$ cat src/rtl/edc_pkg.sv
// SEC-DED code definition shared by the lane datapath and the pipeline.
// Holds the eight check-bit masks, the lane/check widths and helpers
// returning a data bit's H-matrix column and a lane's check byte.
package edc_pkg;

  localparam int EDC_LANE_W = 32;
  localparam int EDC_CHK_W  = 8;

  // Check bit k is the parity of the lane data under mask Mk.
  localparam logic [31:0] EDC_M7 = 32'h8888FF00;
  localparam logic [31:0] EDC_M6 = 32'h444400FF;
  localparam logic [31:0] EDC_M5 = 32'h2222F0F0;
  localparam logic [31:0] EDC_M4 = 32'h11110F0F;
  localparam logic [31:0] EDC_M3 = 32'hFF008888;
  localparam logic [31:0] EDC_M2 = 32'h00FF4444;
  localparam logic [31:0] EDC_M1 = 32'hF0F02222;
  localparam logic [31:0] EDC_M0 = 32'h0F0F1111;

  function automatic logic [31:0] edc_mask(input logic [2:0] k);
    logic [31:0] m;
    case (k)
      3'd7:    m = EDC_M7;
      3'd6:    m = EDC_M6;
      3'd5:    m = EDC_M5;
      3'd4:    m = EDC_M4;
      3'd3:    m = EDC_M3;
      3'd2:    m = EDC_M2;
      3'd1:    m = EDC_M1;
      default: m = EDC_M0;
    endcase
    return m;
  endfunction

  // Syndrome produced by a single flip of data bit i (weight-3, unique).
  function automatic logic [7:0] edc_col(input logic [4:0] i);
    return {EDC_M7[i], EDC_M6[i], EDC_M5[i], EDC_M4[i],
            EDC_M3[i], EDC_M2[i], EDC_M1[i], EDC_M0[i]};
  endfunction

  function automatic logic [7:0] edc_gen(input logic [31:0] d);
    logic [7:0] g;
    g = '0;
    for (int k = 0; k < 8; k++) begin
      g[k] = ^(d & edc_mask(3'(k)));
    end
    return g;
  endfunction

endpackage

$ cat src/rtl/edc_lane.sv
// One 32-bit lane of SEC-DED logic, purely combinational.
// Input side: syndrome of the raw beat (forced to 0 when generating).
// Registered side: correction, flags and check byte from the stage-1 syndrome.
module edc_lane
  import edc_pkg::*;
(
  input  logic [31:0] in_data_i,
  input  logic [7:0]  in_check_i,
  input  logic        in_we_i,
  output logic [7:0]  in_syn_o,
  input  logic [31:0] s1_data_i,
  input  logic [7:0]  s1_syn_i,
  output logic [31:0] cor_data_o,
  output logic [7:0]  cor_check_o,
  output logic        ce_o,
  output logic        ue_o
);

  logic [31:0] flip;
  logic        data_err;
  logic        chk_err;

  // Syndrome of the incoming beat; generate beats carry a zero syndrome so
  // the correction stage passes them through untouched.
  always_comb begin
    in_syn_o = '0;
    if (!in_we_i) begin
      in_syn_o = edc_gen(in_data_i) ^ in_check_i;
    end
  end

  // Decode the registered syndrome: data-column match flips that bit,
  // weight-1 means a check-bit error, anything else non-zero is uncorrectable.
  always_comb begin
    flip = '0;
    for (int i = 0; i < 32; i++) begin
      flip[i] = (s1_syn_i == edc_col(5'(i)));
    end
    data_err   = |flip;
    chk_err    = $onehot(s1_syn_i);
    cor_data_o = s1_data_i ^ flip;
    ce_o       = data_err | chk_err;
    ue_o       = (s1_syn_i != 8'h00) & ~(data_err | chk_err);
  end

  assign cor_check_o = edc_gen(cor_data_o);

endmodule

$ cat src/rtl/edc_pipe.sv
// Two-stage SEC-DED generate/check pipeline with optional error counters
// (EDC_ERR_CNT_EN builds the counters). Latency 2 cycles, 1 beat/cycle.
// Backpressure: o_ready drops only when both stages are full and i_ready is low.
module edc_pipe
  import edc_pkg::*;
#(
  parameter int LANES = 1,
  parameter int TAG_W = 4,
  parameter int CNT_W = 16
) (
  input  logic                        i_clk,
  input  logic                        i_rst_n,
  input  logic                        i_valid,
  output logic                        o_ready,
  input  logic                        i_we,
  input  logic [EDC_LANE_W*LANES-1:0] i_data,
  input  logic [EDC_CHK_W*LANES-1:0]  i_check,
  input  logic [TAG_W-1:0]            i_tag,
  output logic                        o_valid,
  input  logic                        i_ready,
  output logic [EDC_LANE_W*LANES-1:0] o_data,
  output logic [EDC_CHK_W*LANES-1:0]  o_check,
  output logic [EDC_CHK_W*LANES-1:0]  o_syndrome,
  output logic [LANES-1:0]            o_ce,
  output logic [LANES-1:0]            o_ue,
  output logic [TAG_W-1:0]            o_tag,
  input  logic                        i_cnt_clr,
  output logic [CNT_W-1:0]            o_ce_cnt,
  output logic [CNT_W-1:0]            o_ue_cnt
);

  localparam int DW = EDC_LANE_W * LANES;
  localparam int CW = EDC_CHK_W * LANES;

  logic s1_v_q, s1_v_d;
  logic s2_v_q, s2_v_d;
  logic s1_adv, in_hs, s1_load;

  logic [DW-1:0]    s1_data_q;
  logic [CW-1:0]    s1_syn_q;
  logic [TAG_W-1:0] s1_tag_q;

  logic [DW-1:0]    s2_data_q;
  logic [CW-1:0]    s2_check_q;
  logic [CW-1:0]    s2_syn_q;
  logic [LANES-1:0] s2_ce_q;
  logic [LANES-1:0] s2_ue_q;
  logic [TAG_W-1:0] s2_tag_q;

  logic [CW-1:0]    in_syn;
  logic [DW-1:0]    cor_data;
  logic [CW-1:0]    cor_check;
  logic [LANES-1:0] cor_ce;
  logic [LANES-1:0] cor_ue;

  for (genvar g = 0; g < LANES; g++) begin : g_lane
    edc_lane u_lane (
      .in_data_i   (i_data[g*EDC_LANE_W +: EDC_LANE_W]),
      .in_check_i  (i_check[g*EDC_CHK_W +: EDC_CHK_W]),
      .in_we_i     (i_we),
      .in_syn_o    (in_syn[g*EDC_CHK_W +: EDC_CHK_W]),
      .s1_data_i   (s1_data_q[g*EDC_LANE_W +: EDC_LANE_W]),
      .s1_syn_i    (s1_syn_q[g*EDC_CHK_W +: EDC_CHK_W]),
      .cor_data_o  (cor_data[g*EDC_LANE_W +: EDC_LANE_W]),
      .cor_check_o (cor_check[g*EDC_CHK_W +: EDC_CHK_W]),
      .ce_o        (cor_ce[g]),
      .ue_o        (cor_ue[g])
    );
  end

  assign s1_adv  = ~s2_v_q | i_ready;
  assign o_ready = ~s1_v_q | s1_adv;
  assign in_hs   = i_valid & o_ready;
  assign s1_load = s1_v_q & s1_adv;

  // Valid-bit next state: a stage refills (or empties) whenever it may advance.
  always_comb begin
    s1_v_d = s1_v_q;
    s2_v_d = s2_v_q;
    if (o_ready) s1_v_d = i_valid;
    if (s1_adv)  s2_v_d = s1_v_q;
  end

  // Stage 1: capture the accepted beat and its raw syndrome.
  always_ff @(posedge i_clk) begin
    if (!i_rst_n) begin
      s1_v_q    <= 1'b0;
      s1_data_q <= '0;
      s1_syn_q  <= '0;
      s1_tag_q  <= '0;
    end else begin
      s1_v_q <= s1_v_d;
      if (in_hs) begin
        s1_data_q <= i_data;
        s1_syn_q  <= in_syn;
        s1_tag_q  <= i_tag;
      end
    end
  end

  // Stage 2: capture corrected data, regenerated check bytes and flags; held while stalled.
  always_ff @(posedge i_clk) begin
    if (!i_rst_n) begin
      s2_v_q     <= 1'b0;
      s2_data_q  <= '0;
      s2_check_q <= '0;
      s2_syn_q   <= '0;
      s2_ce_q    <= '0;
      s2_ue_q    <= '0;
      s2_tag_q   <= '0;
    end else begin
      s2_v_q <= s2_v_d;
      if (s1_load) begin
        s2_data_q  <= cor_data;
        s2_check_q <= cor_check;
        s2_syn_q   <= s1_syn_q;
        s2_ce_q    <= cor_ce;
        s2_ue_q    <= cor_ue;
        s2_tag_q   <= s1_tag_q;
      end
    end
  end

  assign o_valid    = s2_v_q;
  assign o_data     = s2_data_q;
  assign o_check    = s2_check_q;
  assign o_syndrome = s2_syn_q;
  assign o_ce       = s2_ce_q;
  assign o_ue       = s2_ue_q;
  assign o_tag      = s2_tag_q;

`ifdef EDC_ERR_CNT_EN
  localparam logic [CNT_W-1:0] CNT_MAX = '1;

  logic             out_hs;
  logic [CNT_W-1:0] ce_cnt_q, ce_cnt_d;
  logic [CNT_W-1:0] ue_cnt_q, ue_cnt_d;

  assign out_hs = s2_v_q & i_ready;

  // Saturating per-beat error counts; a clear wins over a same-cycle increment.
  always_comb begin
    ce_cnt_d = ce_cnt_q;
    ue_cnt_d = ue_cnt_q;
    if (i_cnt_clr) begin
      ce_cnt_d = '0;
      ue_cnt_d = '0;
    end else if (out_hs) begin
      if ((|s2_ce_q) && (ce_cnt_q != CNT_MAX)) ce_cnt_d = ce_cnt_q + 1'b1;
      if ((|s2_ue_q) && (ue_cnt_q != CNT_MAX)) ue_cnt_d = ue_cnt_q + 1'b1;
    end
  end

  // Counter registers.
  always_ff @(posedge i_clk) begin
    if (!i_rst_n) begin
      ce_cnt_q <= '0;
      ue_cnt_q <= '0;
    end else begin
      ce_cnt_q <= ce_cnt_d;
      ue_cnt_q <= ue_cnt_d;
    end
  end

  assign o_ce_cnt = ce_cnt_q;
  assign o_ue_cnt = ue_cnt_q;
`else
  logic unused_cnt_clr;
  assign unused_cnt_clr = i_cnt_clr;
  assign o_ce_cnt       = '0;
  assign o_ue_cnt       = '0;
`endif

endmodule

$ cat config.mk
export PLATFORM = sky130hd
export DESIGN_NAME = edc_pipe
export DESIGN_NICKNAME = d
export VERILOG_FILES = /design/src/rtl/edc_pkg.sv /design/src/rtl/edc_lane.sv /design/src/rtl/edc_pipe.sv
export SDC_FILE = /design/constraint.sdc
export NUM_CORES = 1
export LEC_CHECK = 0
export CAP_MARGIN = 10
export CORE_ASPECT_RATIO = 1.5
export CORE_UTILIZATION = 49
export CTS_CLUSTER_SIZE = 20
export DETAILED_ROUTE_END_ITERATION = 10
export GPL_TIMING_DRIVEN = 1
export PLACE_DENSITY_LB_ADDON = 0.1
export SETUP_SLACK_MARGIN = 0.3
export SLEW_MARGIN = 20
export SYNTH_ARGS = -nofsm -noshare
export SYNTH_HDL_FRONTEND = slang
export SYNTH_SLANG_ARGS = --single-unit
$ cat constraint.sdc
create_clock -name i_clk -period 4.46 [get_ports i_clk]
set_input_delay 1.115 -clock i_clk [delete_from_list [all_inputs] [get_ports i_clk]]
set_output_delay 1.115 -clock i_clk [all_outputs]
set_load 0.05 [all_outputs]
==> flow_metrics.tcl <==
set metrics [dict create \
    power_switching_w 0.001014 \
    dieHeight_um 143.3 \
    viasPerCell 5.220 \
    postCtsHoldBufs 0 \
    ys_seq_area_share_pct 30.70 \
    status "finished clean" \
    drt-initial-drc-count 276 \
    grt_pass1_wl_um 24720 \
    fillers 1162 \
    avgSynthCellArea_um2 9.144 \
    worstPathRequired_ns 3.35 \
    power.density_mw_per_mm2 361.5 \
    worstReg2RegStart "s1_syn_q[5]$_SDFFE_PN0P_" \
    place.gp.congestion 0.8238 \
    vias 4933 \
    antenna_cells 0 \
    ctsLongestPathBuffers 2 \
    cp_max_fo 5 \
    dp_hpwl_um 11350 \
    p_leak_nw 3.270 \
    fin_worst_skew_ns 0.007718 \
    p_seq_share_pct 36.3 \
    grt_max_degree 92 \
    num_rows 51 \
    critPathCaptureType "output port" \
    fmax_mhz 260.5 \
    grt_pass1_vias 4797 \
    clk_latency_ns 0.35 \
    hp-class "flip-flop to flip-flop" \
    first_pass_iters 5 \
    ys_ff_latch 100 \
    critPathLaunchType "input pin" \
    rsz0062_at_grt "no" \
    chipWidth_um 96.19 \
    maxSlewViolCount 0 \
    period_minus_slack_ns 3.839 \
    synthArstFlopShare_pct 0 \
    synth_largest_area_cell "dfxtp_1" \
    hold_violations 0 \
    cts_sinks 100 \
    cts_tree "done" \
    cts.repair.resized 0 \
    pre_cts_ws_ns 0.6032 \
    power.clock.fraction_pct 27.1 \
    netlist_area_mm2 0.006520 \
    start_util_pct 50.33 \
    port_buffers 104 \
    period_share_pct 86.08 \
    synth_top_cell_area_share_pct 30.70 \
    area.growth.synth_to_final_pct 17.77 \
    drc 0 \
    yosysMostFrequentCell "nand2_1" \
    track_usage_pct 23.37 \
    post-cts-setup-buffer-count 0 \
    clk_pin_slew_ns 0.07 \
    setup_viol 0 \
    ir_drop_mv 0.2085 \
    synth.area.top_cells "dfxtp_1, xnor2_1, nand2_1, a21boi_0, o211a_1" \
    seq_area_mm2 0.002002 \
    wl_per_cell_um 16.13 \
    netSwitchingFraction_pct 36.53 \
    crit_type "input pin to output port" \
    setup_ws_ns 0.6208 \
    syn_inst 713 \
    ys_top_cells_by_count "nand2_1, xnor2_1, dfxtp_1, a21boi_0, buf_4" \
    antenna_found_initial 0 \
    setup-tns-final_ns 0 \
    postRouteAntennaNets 0 \
    ys_types 37 \
    synth_edf_count 0 \
    tightest_slew_ns 0.8725 \
    grt_overflow_total 0 \
    worstPathArrival_ns 2.72 \
    cp-startpoint "i_ready" \
    multi_input_area_mm2 0.004051 \
    slew_headroom_pct 41.83 \
    numCtsBuffers 9 \
    htreeDepth 3 \
    cts_root_buf "clkbuf_16" \
    ys_warn_count 0 \
    nets 853 \
    dieArea_mm2 0.01378 \
    core_mm2 0.01295 \
    power_frac_comb_pct 36.7 \
    synthFlopType "dfxtp_1" \
    hold_start "o_syndrome[0]$_SDFFE_PN0P_" \
    io_pins 138 \
    p_int_w 0.001762 \
    wirelength_um 15240 \
    layout-drive-gt1-share_pct 7.125 \
    cap_viol_max_count 0 \
]
[state kept, by name, summed over array words and instances (netlist names)]
| name | count |
|---|---|
| o_data | 32 |
| s1_data_q | 32 |
| o_check | 8 |
| o_syndrome | 8 |
| s1_syn_q | 8 |
| o_tag | 4 |
| s1_tag_q | 4 |
| o_ce | 1 |
| o_ue | 1 |
| o_valid | 1 |
| s1_v_q | 1 |
[cell families after synthesis]
group                      share of synthesized area, %
xor gates and xnor gates                          25.83
and+or+nand+nor                                   15.08
adders and majority gates                         4.683
other                                           0.05752
DFF                                               30.70
AOI/OAI and AO/OA                                 14.58
buffers and inverters                             9.058
[worst max-delay path: stages]
cell and delay [ns]:
clkdlybuf4s50_1 0.40, nor2b_1 0.34, nand2_1 0.14, clkdlybuf4s50_1 0.72
[area by class of cell]
type | count | area share, %
Multi-Input combinational cell | 543 | 52.76
Sequential cell | 100 | 26.07
Timing Repair Buffer | 109 | 13.98
Clock buffer | 9 | 2.933
Tap cell | 159 | 2.591
Inverter | 18 | 0.8799
Clock inverter | 7 | 0.7821
[worst paths after layout]
kind	endpoint	slack, ns	cells past startpoint
max reg2reg	o_ue$_SDFFE_PN0P_	0.91	13
min	o_syndrome[0]$_SDFFE_PN0P_	0.47	2
min reg2reg	o_syndrome[0]$_SDFFE_PN0P_	0.47	2
max	o_ready	0.62	4
[power by group through the flow]
stage | Sequential [W] | Clock (W) | Combinational, W
final | 0.00101 | 0.000751 | 0.00102
after floorplan | 0.00113 | 0 | 0.000693
after detailed placement | 0.00103 | 0 | 0.00101
after CTS | 0.00101 | 0.000774 | 0.00102
after global routing | 0.00101 | 0.000799 | 0.00109
after global placement | 0.00102 | 0 | 0.000995
[metrics by stage]
step           util, %  instances  area (um^2)  hold WS (ns)  total power, W
6_report         59.28        945         7679        0.4696        0.002776
5_1_grt          59.28        945         7679        0.4839        0.002908
4_1_cts          59.28        945         7679        0.4736        0.002801
3_5_place_dp     57.08        929         7393        0.4612        0.002041
3_3_place_gp     57.08        929         7393        0.4515        0.002020
2_1_floorplan        -        744         6636        0.4412        0.001825
[per-layer routing]
metal	up-vias	global-route usage (%)	part of all wire (%)
met5	-	0	0
met4	0	6.363	1.3
met3	13	2.662	3.5
met2	141	42.22	53
met1	2363	28.69	42
li1	2416	-	-
[layout by cell type (no fill, tap or decap), drive strengths merged]
| master | instances |
|---|---|
| a21boi | 48 |
| a21oi | 8 |
| a22oi | 10 |
| a31oi | 1 |
| a32oi | 2 |
| and2 | 2 |
| buf | 6 |
| clkbuf | 9 |
| clkdlybuf4s50 | 103 |
| clkinv | 4 |
| clkinvlp | 1 |
| conb | 32 |
| dfxtp | 100 |
| fa | 4 |
| ha | 18 |
| inv | 20 |
| nand2 | 145 |
| nand2b | 1 |
| nand3 | 6 |
| nand4 | 34 |
| nor2 | 3 |
| nor2b | 12 |
| nor3b | 1 |
| nor4 | 2 |
| nor4b | 1 |
| o2111ai | 2 |
| o211a | 32 |
| o21a | 1 |
| o21ai | 13 |
| o21ba | 2 |
| o22ai | 2 |
| o41ai | 1 |
| xnor2 | 115 |
| xnor3 | 8 |
| xor2 | 37 |
(Power assumes the default switching activity.)
